===== config.mk =====
export PLATFORM = sky130hd
export DESIGN_NAME = my_pc16
export DESIGN_NICKNAME = d
export VERILOG_FILES = /design/src/rtl/my_pc16.sv
export SDC_FILE = /design/constraint.sdc
export NUM_CORES = 1
export LEC_CHECK = 0
export CORE_MARGIN = 3
export CORE_UTILIZATION = 48
export CTS_CLUSTER_SIZE = 20
export DETAILED_ROUTE_END_ITERATION = 16
export MAX_ROUTING_LAYER = met4
export PLACE_DENSITY_LB_ADDON = 0.05
export SYNTH_ARGS = -nofsm -noshare
export SYNTH_HDL_FRONTEND = slang
export SYNTH_SLANG_ARGS = --single-unit
export TNS_END_PERCENT = 20

===== constraint.sdc =====
create_clock -name clk -period 4 [get_ports clk]
set_clock_uncertainty 0.2 [all_clocks]
set_input_delay 0.8 -clock clk [delete_from_list [all_inputs] [get_ports clk]]
set_output_delay 0.8 -clock clk [all_outputs]
set_load 0.01 [all_outputs]

===== src/rtl/my_pc16.sv =====
// -----------------------------------------------------------------------------
// my_pc16 -- 16-bit program counter
//
// Register stage directly downstream of my_mux16. Every rising edge it picks
// the next PC (jump target or increment) and registers it. The registered PC
// drives the instruction-ROM address and the A/D datapath.
//
// Optional feature (compile-time macro MY_PC16_RSTACK_EN):
//   Adds call/ret inputs backed by a STACK_DEPTH-entry return-address stack,
//   plus the occupancy output sp and sticky overflow/underflow flags.
//   With the macro undefined those ports and the storage do not exist.
//
// Parameters
//   WIDTH        PC width in bits; must equal $bits(shortint) (16)
//   RESET_VECTOR value loaded into the PC on reset
//   STACK_DEPTH  return-stack entries (only with MY_PC16_RSTACK_EN)
//
// Ports
//   clk    in   rising-edge clock
//   rst_n  in   synchronous active-low reset
//   in     in   [WIDTH] jump target (normally my_mux16.out)
//   load   in   take jump: out <= in
//   inc    in   advance:   out <= out + 1 (wraps)
//   stall  in   hold every register; overrides all other controls
//   call   in   (RSTACK) push out+1, then out <= in
//   ret    in   (RSTACK) pop: out <= stack top
//   sp     out  (RSTACK) [3] stack occupancy, 0..STACK_DEPTH
//   ovf    out  (RSTACK) sticky: call while full
//   unf    out  (RSTACK) sticky: ret while empty
//   out    out  [WIDTH] current PC (registered)
//
// Priority per edge, highest first:
//   !rst_n > stall > ret > call > load > inc > hold
// -----------------------------------------------------------------------------
module my_pc16 #(
  parameter int               WIDTH        = 16,
  parameter logic [WIDTH-1:0] RESET_VECTOR = 16'h0000,
  parameter int               STACK_DEPTH  = 4
) (
  input  logic             clk,
  input  logic             rst_n,
  input  logic [WIDTH-1:0] in,
  input  logic             load,
  input  logic             inc,
  input  logic             stall,
`ifdef MY_PC16_RSTACK_EN
  input  logic             call,
  input  logic             ret,
  output logic [2:0]       sp,
  output logic             ovf,
  output logic             unf,
`endif
  output logic [WIDTH-1:0] out
);

  // One decoded operation per edge; the priority chain lives in one place.
  typedef enum logic [2:0] {
    OP_HOLD,
    OP_INC,
    OP_LOAD,
    OP_CALL,
    OP_RET
  } op_e;

  op_e              op;
  logic [WIDTH-1:0] pc_inc;
  logic [WIDTH-1:0] pc_sel;
  logic [WIDTH-1:0] pc_next;

  // Natural WIDTH-bit wrap: 16'hFFFF + 1 -> 16'h0000, no carry kept.
  assign pc_inc = out + WIDTH'(1);

  // 2:1 next-PC select (jump target vs. increment); load beats inc.
  assign pc_sel = load ? in : pc_inc;

  // NOTE: every signal assigned in always_comb gets a default first, so no
  // path leaves it unassigned and no latch is inferred.
  always_comb begin
    op = OP_HOLD;
    if (stall) begin
      op = OP_HOLD;
    end
`ifdef MY_PC16_RSTACK_EN
    else if (ret) begin
      op = OP_RET;
    end
    else if (call) begin
      op = OP_CALL;
    end
`endif
    else if (load) begin
      op = OP_LOAD;
    end
    else if (inc) begin
      op = OP_INC;
    end
  end

`ifdef MY_PC16_RSTACK_EN
  // ---------------------------------------------------------------------------
  // Return-address stack
  // ---------------------------------------------------------------------------
  localparam int IDXW = (STACK_DEPTH > 1) ? $clog2(STACK_DEPTH) : 1;

  logic [WIDTH-1:0] stack [STACK_DEPTH];
  logic [2:0]       sp_m1;
  logic             full;
  logic             empty;
  logic             push;
  logic [WIDTH-1:0] stack_top;

  assign full      = (sp == 3'(STACK_DEPTH));
  assign empty     = (sp == 3'd0);
  assign sp_m1     = sp - 3'd1;
  assign stack_top = stack[sp_m1[IDXW-1:0]];
  assign push      = (op == OP_CALL) && !full;

  // NOTE: the stack array has no reset; its contents are meaningless while
  // sp is 0, so resetting it would only add reset fan-out. A push coinciding
  // with reset is still blocked so the discarded call leaves no trace.
  always_ff @(posedge clk) begin
    if (rst_n && push) begin
      stack[sp[IDXW-1:0]] <= pc_inc;
    end
  end

  always_ff @(posedge clk) begin
    if (!rst_n) begin
      sp  <= 3'd0;
      ovf <= 1'b0;
      unf <= 1'b0;
    end else begin
      case (op)
        OP_CALL: begin
          if (full) ovf <= 1'b1;
          else      sp  <= sp + 3'd1;
        end
        OP_RET: begin
          if (empty) unf <= 1'b1;
          else       sp  <= sp_m1;
        end
        default: ;
      endcase
    end
  end
`endif

  // Hold mux after the select: only an active operation changes the PC.
  always_comb begin
    pc_next = out;
    case (op)
      OP_INC,
      OP_LOAD: pc_next = pc_sel;
`ifdef MY_PC16_RSTACK_EN
      // A call always jumps, even when the push is dropped on overflow.
      OP_CALL: pc_next = in;
      // A ret on an empty stack leaves the PC where it is.
      OP_RET:  pc_next = empty ? out : stack_top;
`endif
      default: pc_next = out;
    endcase
  end

  // NOTE: sequential state uses non-blocking assignments so every flop
  // samples pre-edge values regardless of process ordering.
  always_ff @(posedge clk) begin
    if (!rst_n) begin
      out <= RESET_VECTOR;
    end else begin
      out <= pc_next;
    end
  end

endmodule


# After elaboration in Yosys (flattened, before gate mapping)
# Index checks and enable logic that the tools add are counted.
# op_classes
n_addsub,1
n_eq_ne,2
muxes,4
reduce_logical,1
# ops
op,n
$add A16 B1 Y16 const B,1
$mux W16,1
$mux W2,2
$eq A3 B1 Y1 const B,1
$eq A3 B2 Y1 const B,1
$reduce_or A2 Y1,1
$mux W1,1
# totals
reg_bits,16
inputBits,21
out_inout_bits,16

# Longest topological paths before layout
# Gate-level depths: netlist (run 1).
# depth
ltp_word,5
mapped_depth,7
ltp_nobuf,5

# Worst setup path after synthesis (run 1)
# Ideal clock, no wire load.
# synth_timing
kind,input -> register
start,in load
end,reg out[8]
arrival_time_ns,1.721
setup_slack_ns,1.961
stages,5
path_cell_list,clkbuf_2 -> o21bai_1 -> clkbuf_8 -> nor2_1 -> o221a_2
# synth_between
elab_chain_len,4
word_cells_on_any_way,6
# synth_lines
item,line,rtl
start: declaration,43,"input logic load,"
$mux W2,91,else if (load) begin
$mux W2,80,if (stall) begin
$eq A3 B1 Y1 / $eq A3 B2 Y1 (equally long branches),151,case (op)
$reduce_or A2 Y1,151,
end signal: assignment,170,out <= pc_next;
end: declaration,53,output logic [WIDTH-1:0] out
# Several ways; a longest one is shown, not always the timed one.
# A chain may end at the register's enable or synchronous reset.

# Worst setup path in the final report (run 1)
# layout_timing
start,in inc
end,reg out[9]
# layout_between
elab_chain_len,5
word_cells_on_any_way,6
# layout_lines
item,line,rtl
start: declaration,44,"input logic inc,"
$mux W1 *,94,else if (inc) begin
$mux W2 *,91,
$mux W2 *,80,
$eq A3 B1 Y1 / $eq A3 B2 Y1 (equally long branches),151,
$reduce_or A2 Y1 *,151,
# Mark *: on every way between the ends. The rest lies on a longest branch, timed or not.

==> results of run 1 <==
-- critical path: stages --
cell             delay, ns
clkdlybuf4s50_1       0.46
o21bai_1              0.80
nor4_1                0.13
o31a_1                0.31
-- final cells by class --
cell class                      instances  area [um2]
Fill cell                             175       613.1
Timing Repair Buffer                   37       367.9
Inverter                                2       7.507
Sequential cell                        16       320.3
Tap cell                               27       33.78
Clock buffer                            4       36.28
Multi-Input combinational cell        104       643.1
-- how the worst max path moves through the flow --
stage,to,slack (ns)
after floorplan,out[8],1.96
after global placement,out[13],1.27
after detailed placement,out[9],1.19
after CTS,out[9],1.52
after global routing,out[12],1.33
final,out[9],1.49
-- power by group --
group	switching (mW)	internal, mW
sequential	0.0147	0.169
clock	0.0573	0.0554
combinational	0.0392	0.0508
total	0.111	0.276
-- per-layer routing --
metal	vias to the layer above	track usage, %
li1	571	-
met5	-	-
met1	499	31.28
met4	0	8.511
met2	56	37.60
met3	2	3.662
-- cells in the final DEF (no fill, tap or decap), types with 2 or more instances in the layout --
master	n
clkdlybuf4s50_1	36
o221a_2	2
nand2_1	13
and3_2	2
nand3_1	13
and4_1	3
dfxtp_1	16
nor2_1	10
a31oi_1	4
o22ai_1	3
and3_1	5
nand2b_1	2
a21oi_1	8
clkbuf_4	3
a22oi_1	3
o21ai_0	8
a211oi_1	3
-- metrics by stage --
stage               std cells  setup WS (ns)  hold slack, ns
finish                    190          1.493          0.3340
global route              190          1.334          0.3926
CTS                       190          1.521          0.3282
detailed placement        186          1.195          0.3115
global placement          186          1.266          0.3173
floorplan                 134          1.961          0.3272
-- cell families after synthesis --
logic type      count (synthesis)  synth area share (%)
compound gates                 44                 29.16
fa+ha+maj                       1                 1.180
buf+inv                        14                 9.090
flops                          16                 30.22
mux                             2                 2.007
simple gates                   57                 28.34
==> run_results.csv, run 1 <==
group,metric,value,unit
status,status,"complete, no violations",
floorplanning,initial_core_util,52.41,%
worst_setup_path,r2r_end,"out[14]",
detailed_routing,drc,0,
final_layout,post-route-util,69.68,%
detailed_routing,via_per_inst,5.937,
sta,slew_violations,0,
worst_setup_path,rr_worst_depth,5,
synth,ys_seq_area_share,30.22,%
final_layout,finalInstanceArea,1409,um2
final_layout,largest_reg_flops,16,
global_routing,track_usage,23.99,%
power_and_ir_drop,power.density,274.6,nW/um2
floorplanning,coreArea,2022,um2
synth,synth_top_cell_area_share,30.22,%
final_layout,largest_register,"out",
floorplanning,row_count,16,
cts,cts_tree,"built",
detailed_routing,highest_layer,"met4",
placed_design,place_area,1373,um2
worst_setup_path,setup.worst_path.class,"input port to register",
power_and_ir_drop,p_leak,0.5011,nW
sta,fin_setup_tns,0,ns
synth,synth_commonest_cells,"16 x dfxtp_1, 13 x nand2_1, 13 x nand3_1",
synth,synth_ff_type,"dfxtp_1",
cts,cts-htree-levels,1,
worst_setup_path,cp.arrival,2.50,ns
global_routing,grt_pass1_wl,4864,um
sta,tightest_slew,0.9989,ns
worst_setup_path,crit_path_end_kind,"register",
detailed_routing,wl_per_cell,15.81,um
cts,post_cts_buffers,0,
worst_hold_path,hold-path-cell-count,2,
global_routing,grt_pass1_vias,1072,
synth,synth.distinct_cells,48,
synth,netlist_area,1060,um2
synth,yosysTopAreaCell,"dfxtp_1",
sta,relSlewSlack,33.27,%
sta,max_freq,398.8,MHz
sta,min_period,2.507,ns
synth,synth-edff-count,0,
worst_hold_path,holdPathEnd,"out[3]",
final_layout,nNetsFinal,186,
synth,postSynthCellCount,134,
worst_setup_path,critPathRequiredTime,4.00,ns
cts,clkLatencyLatePin,0.29,ns
synth,synth.most_common_cell,"dfxtp_1",
cts,cts_buffers,3,
final_layout,top_regs,"out (16)",
detailed_routing,drt_pass1_iterations,4,
cts,root_buffer,"clkbuf_4",
cts,clk_pin_slew,0.11,ns
final_layout,drive_gt1_share,7.975,%
cts,cts_buffer_depth,2,
floorplanning,die_area,2807,um2
synth,synth.avg_cell_area,7.909,um2
worst_setup_path,r2r-start,"out[0]",
global_routing,grt_max_degree,34,
synth,synth-seq-cells,16,
worst_setup_path,critPathMaxFanout,15,
detailed_routing,ant_nets,0,
detailed_routing,wl_met3,249,um
final_layout,diodes,0,
power_and_ir_drop,power,386.8,uW
sta,rsz0062_at_grt,"false",
synth,synth.area.top_cells,"dfxtp_1 30%, nand3_1 6.1%, nand2_1 4.6%",
worst_setup_path,rrSetupSlack,1.99,ns
detailed_routing,vias,1128,
cts,cts_sinks,16,
cts,ctsResizeCount,0,
synth,ys_warn_count,0,
detailed_routing,wl_met1,1291,um
global_routing,overflow,0,
floorplanning,die_y,52.99,um
floorplanning,io_pins,37,
sta,period_share,62.68,%
detailed_routing,drt-initial-drc-count,47,
floorplanning,fp.dieW,52.99,um
synth,synthArstFlopShare,0,%
job,maxCapViolations,0,
sta,final-setup-viol-count,0,
power_and_ir_drop,peakVddDrop,0.1722,mV
sta,finalHoldViolCount,0,
placed_design,io_buffers,36,
worst_hold_path,hold_class,"register to register",
worst_setup_path,worstSetupStartpoint,"inc",
final_layout,syn_to_final_growth,32.94,%
placed_design,dp_hpwl,2071,um
detailed_routing,wl_met2,1453,um
placed_design,place.gp.congestion,0.8122,
cts,hold_buffers,0,
synth,synth.net_count,156,
detailed_routing,wl,3003,um
worst_setup_path,cp-start-kind,"input port",
worst_hold_path,hold_start,"out[3]",
global_routing,antenna_found_initial,0,
No activity file was read; power rests on OpenSTA's default activity.
==> run 2, diff against run 1 <==
- CORE_UTILIZATION: 48 -> 40
- clock period: 4 -> 2.3 ns (I/O delays scaled with it)
==> run_results.csv, run 2 (synthesis gave the netlist of run 1 again) <==
group,metric,value,unit
floorplanning,fp.dieW,57.47,um
detailed_routing,vias,1171,
floorplanning,row_count,18,
placed_design,dp_hpwl,2147,um
status,status,"complete, no violations",
power_and_ir_drop,power,680.8,uW
final_layout,final_common_cell,"clkdlybuf4s50_1",
final_layout,diodes,0,
job,maxCapViolations,0,
worst_setup_path,slowest_delay,0.60,ns
global_routing,track_usage,19.66,%
sta,min_period,2.059,ns
cts,hold_buffers,0,
placed_design,place.gp.congestion,0.7270,
final_layout,drive_gt1_share,10.71,%
worst_setup_path,critical_path.slowest_cell,"clkdlybuf4s50_1",
worst_setup_path,path_cells,"clkdlybuf4s50_1",
worst_setup_path,crit_path_end_kind,"primary output",
worst_setup_path,crit_family,"buffers and inverters",
detailed_routing,drt-initial-drc-count,48,
worst_setup_path,critPathRequiredTime,1.64,ns
global_routing,grt_pass1_vias,1090,
cts,cts_tree,"built",
final_layout,top_regs,"out (16)",
placed_design,io_buffers,36,
placed_design,dpl_worst_slack,0.07963,ns
cts,clk_pin_slew,0.10,ns
floorplanning,initial_core_util,42.39,%
cts,root_buffer,"clkbuf_4",
cts,cts_buffer_depth,2,
sta,max_freq,485.7,MHz
power_and_ir_drop,power.density,465.5,nW/um2
global_routing,grt_pass1_wl,5002,um
power_and_ir_drop,p_leak,0.5302,nW
global_routing,grt_max_degree,33,
detailed_routing,drc,0,
cts,cts_sinks,16,
detailed_routing,wl,2972,um
sta,final-setup-viol-count,0,
global_routing,antenna_found_initial,0,
final_layout,fillers,241,
cts,ctsResizeCount,0,
final_layout,largest_register,"out",
detailed_routing,via_per_inst,5.914,
final_layout,largest_reg_flops,16,
final_layout,syn_to_final_growth,38.02,%
detailed_routing,ant_nets,0,
sta,setup_slack,0.2413,ns
cts,cts_buffers,3,
worst_setup_path,critPathMaxFanout,9,
floorplanning,io_pins,37,
floorplanning,coreArea,2500,um2
worst_setup_path,setup.worst_path.class,"register to primary output",
cts,cts-htree-levels,1,
worst_setup_path,cp-start-kind,"register",
sta,slew_violations,0,
floorplanning,die_area,3303,um2
sta,rsz0062_at_grt,"false",
sta,fin_setup_tns,0,ns
worst_setup_path,cp.arrival,1.40,ns
final_layout,layout.cells.non_filler,198,
power_and_ir_drop,peakVddDrop,0.4175,mV
sta,tightest_slew,0.3050,ns
sta,period_share,89.51,%
global_routing,overflow,0,
worst_hold_path,hold_class,"register to register",
cts,clkLatencyLatePin,0.29,ns
detailed_routing,drt_pass1_iterations,4,
placed_design,place_inst,194,
worst_setup_path,rrSetupSlack,0.31,ns
final_layout,post-route-util,58.51,%
final_layout,nNetsFinal,191,
sta,relSlewSlack,79.41,%
final_layout,final_cell_mix,"36 x clkdlybuf4s50_1, 16 x dfxtp_1, 13 x nand2_1, 13 x nand3_1, 10 x nor2_1",
worst_setup_path,critical_path_buf_inv_count,1,
sta,finalHoldViolCount,0,
floorplanning,die_y,57.47,um
detailed_routing,wl_per_cell,15.01,um
cts,post_cts_buffers,0,
run 2: changes by cell type in the layout (fill, tap and decap cells not counted), sizes merged:
| cell | delta |
|---|---|
| buf | +5 |
run 2: path summary, 6_finish.rpt:
check                           startpoint       to  depth (start not counted)
worst max register to register      out[0]  out[14]                          5
worst max-delay path                out[9]   out[9]                          1
worst min register to register      out[7]   out[7]                          2
worst min-delay path                out[7]   out[7]                          2
run 2: stage by stage:
stage / instance area (um2) / hold slack [ns]
final: 1463 / 0.3407
after detailed placement: 1426 / 0.3294
after global routing: 1463 / 0.3686
after global placement: 1426 / 0.3204
after CTS: 1463 / 0.3476
after floorplan: 1060 / 0.3272
run 2: cell type report:
class	count	area (um2)	area share (%)
clock buffers	4	36.28	2.481
flip-flops and latches	16	320.3	21.90
inverters	2	7.507	0.5133
well taps	30	37.54	2.566
multi-input cells	104	643.1	43.97
repair buffers	42	417.9	28.57
run 2: routing by layer:
metal	vias to the layer above	wire [um]	global-route usage, %
li1	585	-	-
met1	542	1312	24.76
met2	42	1442	31.29
met3	2	200	5.204
met4	0	17	4.636
met5	-	0	-
run 2: where the power goes:
part	switching (mW)	total [mW]	internal (mW)
clock network	0.0999	0.196	0.0965
logic	0.0692	0.165	0.0958
registers	0.0248	0.319	0.294
total	0.194	0.681	0.487
==> run 3, diff against run 2 <==
- CORE_UTILIZATION: 40 -> 48
- TNS_END_PERCENT: 20 -> not set
- clock period: 2.3 -> 2.62 ns (I/O delays scaled with it)
==> run_results.csv, run 3 (synthesis gave the netlist of run 1 again) <==
group,metric,value,unit
floorplanning,coreArea,2022,um2
detailed_routing,drt_pass1_iterations,4,
cts,hold_buffers,0,
detailed_routing,wl_per_cell,14.91,um
worst_setup_path,r2r-start,"out[0]",
sta,slew_violations,0,
detailed_routing,via_per_inst,6.200,
final_layout,top_regs,"out (16)",
worst_setup_path,slowest_delay,0.60,ns
final_layout,final_cell_mix,"36 x clkdlybuf4s50_1, 16 x dfxtp_1, 13 x nand2_1, 13 x nand3_1, 10 x nor2_1",
global_routing,grt_pass1_wl,4878,um
worst_setup_path,cp-start-kind,"register",
global_routing,grt_max_degree,17,
detailed_routing,ant_nets,0,
cts,cts_buffer_depth,2,
sta,holdWs,0.3389,ns
detailed_routing,wl_met2,1357,um
power_and_ir_drop,p_leak,0.5247,nW
sta,period_share,80.71,%
final_layout,largest_reg_flops,16,
detailed_routing,wl_met1,1270,um
worst_setup_path,crit_family,"buffers and inverters",
sta,fin_setup_tns,0,ns
placed_design,place.gp.congestion,0.8619,
cts,clkLatencyLatePin,0.30,ns
global_routing,antenna_found_initial,0,
status,status,"complete, no violations",
sta,rsz0062_at_grt,"false",
final_layout,nNetsFinal,191,
cts,cts_buffers,3,
worst_setup_path,path_cells,"clkdlybuf4s50_1",
final_layout,largest_register,"out",
cts,ctsResizeCount,0,
sta,tightest_slew,0.3282,ns
sta,min_period,2.115,ns
floorplanning,die_y,52.99,um
final_layout,diodes,0,
cts,clk_pin_slew,0.11,ns
worst_setup_path,critPathMaxFanout,9,
worst_setup_path,critical_path.slowest_cell,"clkdlybuf4s50_1",
worst_setup_path,crit_path_end_kind,"primary output",
detailed_routing,wl,2908,um
placed_design,io_buffers,36,
final_layout,drive_gt1_share,10.71,%
placed_design,dp_hpwl,2082,um
sta,relSlewSlack,78.12,%
global_routing,grt_pass1_vias,1097,
worst_hold_path,hold_class,"register to register",
cts,cts-htree-levels,1,
job,maxCapViolations,0,
detailed_routing,wl_met3,241,um
floorplanning,initial_core_util,52.41,%
global_routing,overflow,0,
cts,post_cts_buffers,0,
floorplanning,fp.dieW,52.99,um
detailed_routing,drc,0,
floorplanning,io_pins,37,
sta,finalHoldViolCount,0,
cts,root_buffer,"clkbuf_4",
sta,max_freq,472.9,MHz
cts,cts_tree,"built",
power_and_ir_drop,peakVddDrop,0.2837,mV
final_layout,syn_to_final_growth,36.48,%
detailed_routing,drt-initial-drc-count,51,
final_layout,final_common_cell,"clkdlybuf4s50_1",
floorplanning,die_area,2807,um2
worst_setup_path,critPathRequiredTime,1.90,ns
power_and_ir_drop,power,602.1,uW
power_and_ir_drop,power.density,416.3,nW/um2
placed_design,dpl_worst_slack,0.2535,ns
worst_setup_path,critical_path_buf_inv_count,1,
detailed_routing,highest_layer,"met4",
global_routing,track_usage,23.39,%
cts,cts_sinks,16,
worst_setup_path,worstSetupStartpoint,"out[9]",
floorplanning,row_count,16,
worst_hold_path,hold_start,"out[3]",
worst_setup_path,setup.worst_path.class,"register to primary output",
detailed_routing,vias,1209,
sta,final-setup-viol-count,0,
worst_setup_path,cp.arrival,1.39,ns
sta,setup_slack,0.5055,ns
run 3: cell counts in the layout (fill, tap and decap cells not counted):
No cell type changed its count.
run 3: metrics by stage:
step | std cells | utilization (%) | instance area, um2
detailed placement | 191 | 69.74 | 1410
global route | 195 | 71.53 | 1446
floorplan | 134 | - | 1060
CTS | 195 | 71.53 | 1446
global placement | 191 | 69.74 | 1410
finish | 195 | 71.53 | 1446
run 3: where the power goes:
part	switching, mW	internal (mW)
Combinational	0.0606	0.0830
Clock	0.0924	0.0847
Sequential	0.0228	0.259
run 3: area by class of cell:
class	instances	area, um2
Clock buffer	4	36.28
Sequential cell	16	320.3
Tap cell	27	33.78
Fill cell	173	575.6
Multi-Input combinational cell	104	643.1
Timing Repair Buffer	42	405.4
Inverter	2	7.507
run 3: final timing paths:
check,cells after the start,to,slack [ns]
worst max-delay path,1,out[9],0.51
worst min-delay path,2,out[3],0.34
worst max register to register,5,out[14],0.62
worst min register to register,2,out[3],0.34
run 3: layer usage:
layer  track usage [%]  up-vias
li1                  -      581
met1             30.39      568
met2             37.60       53
met3             2.817        7
met4             7.660        0
met5                 -        -
run 3: worst register-to-register path, stage by stage, from the launching register on:
cell,delay (ns)
dfxtp_1,0.46
ha_1,0.22
and3_1,0.32
nand3_1,0.17
o41a_1,0.39
o211ai_1,0.17
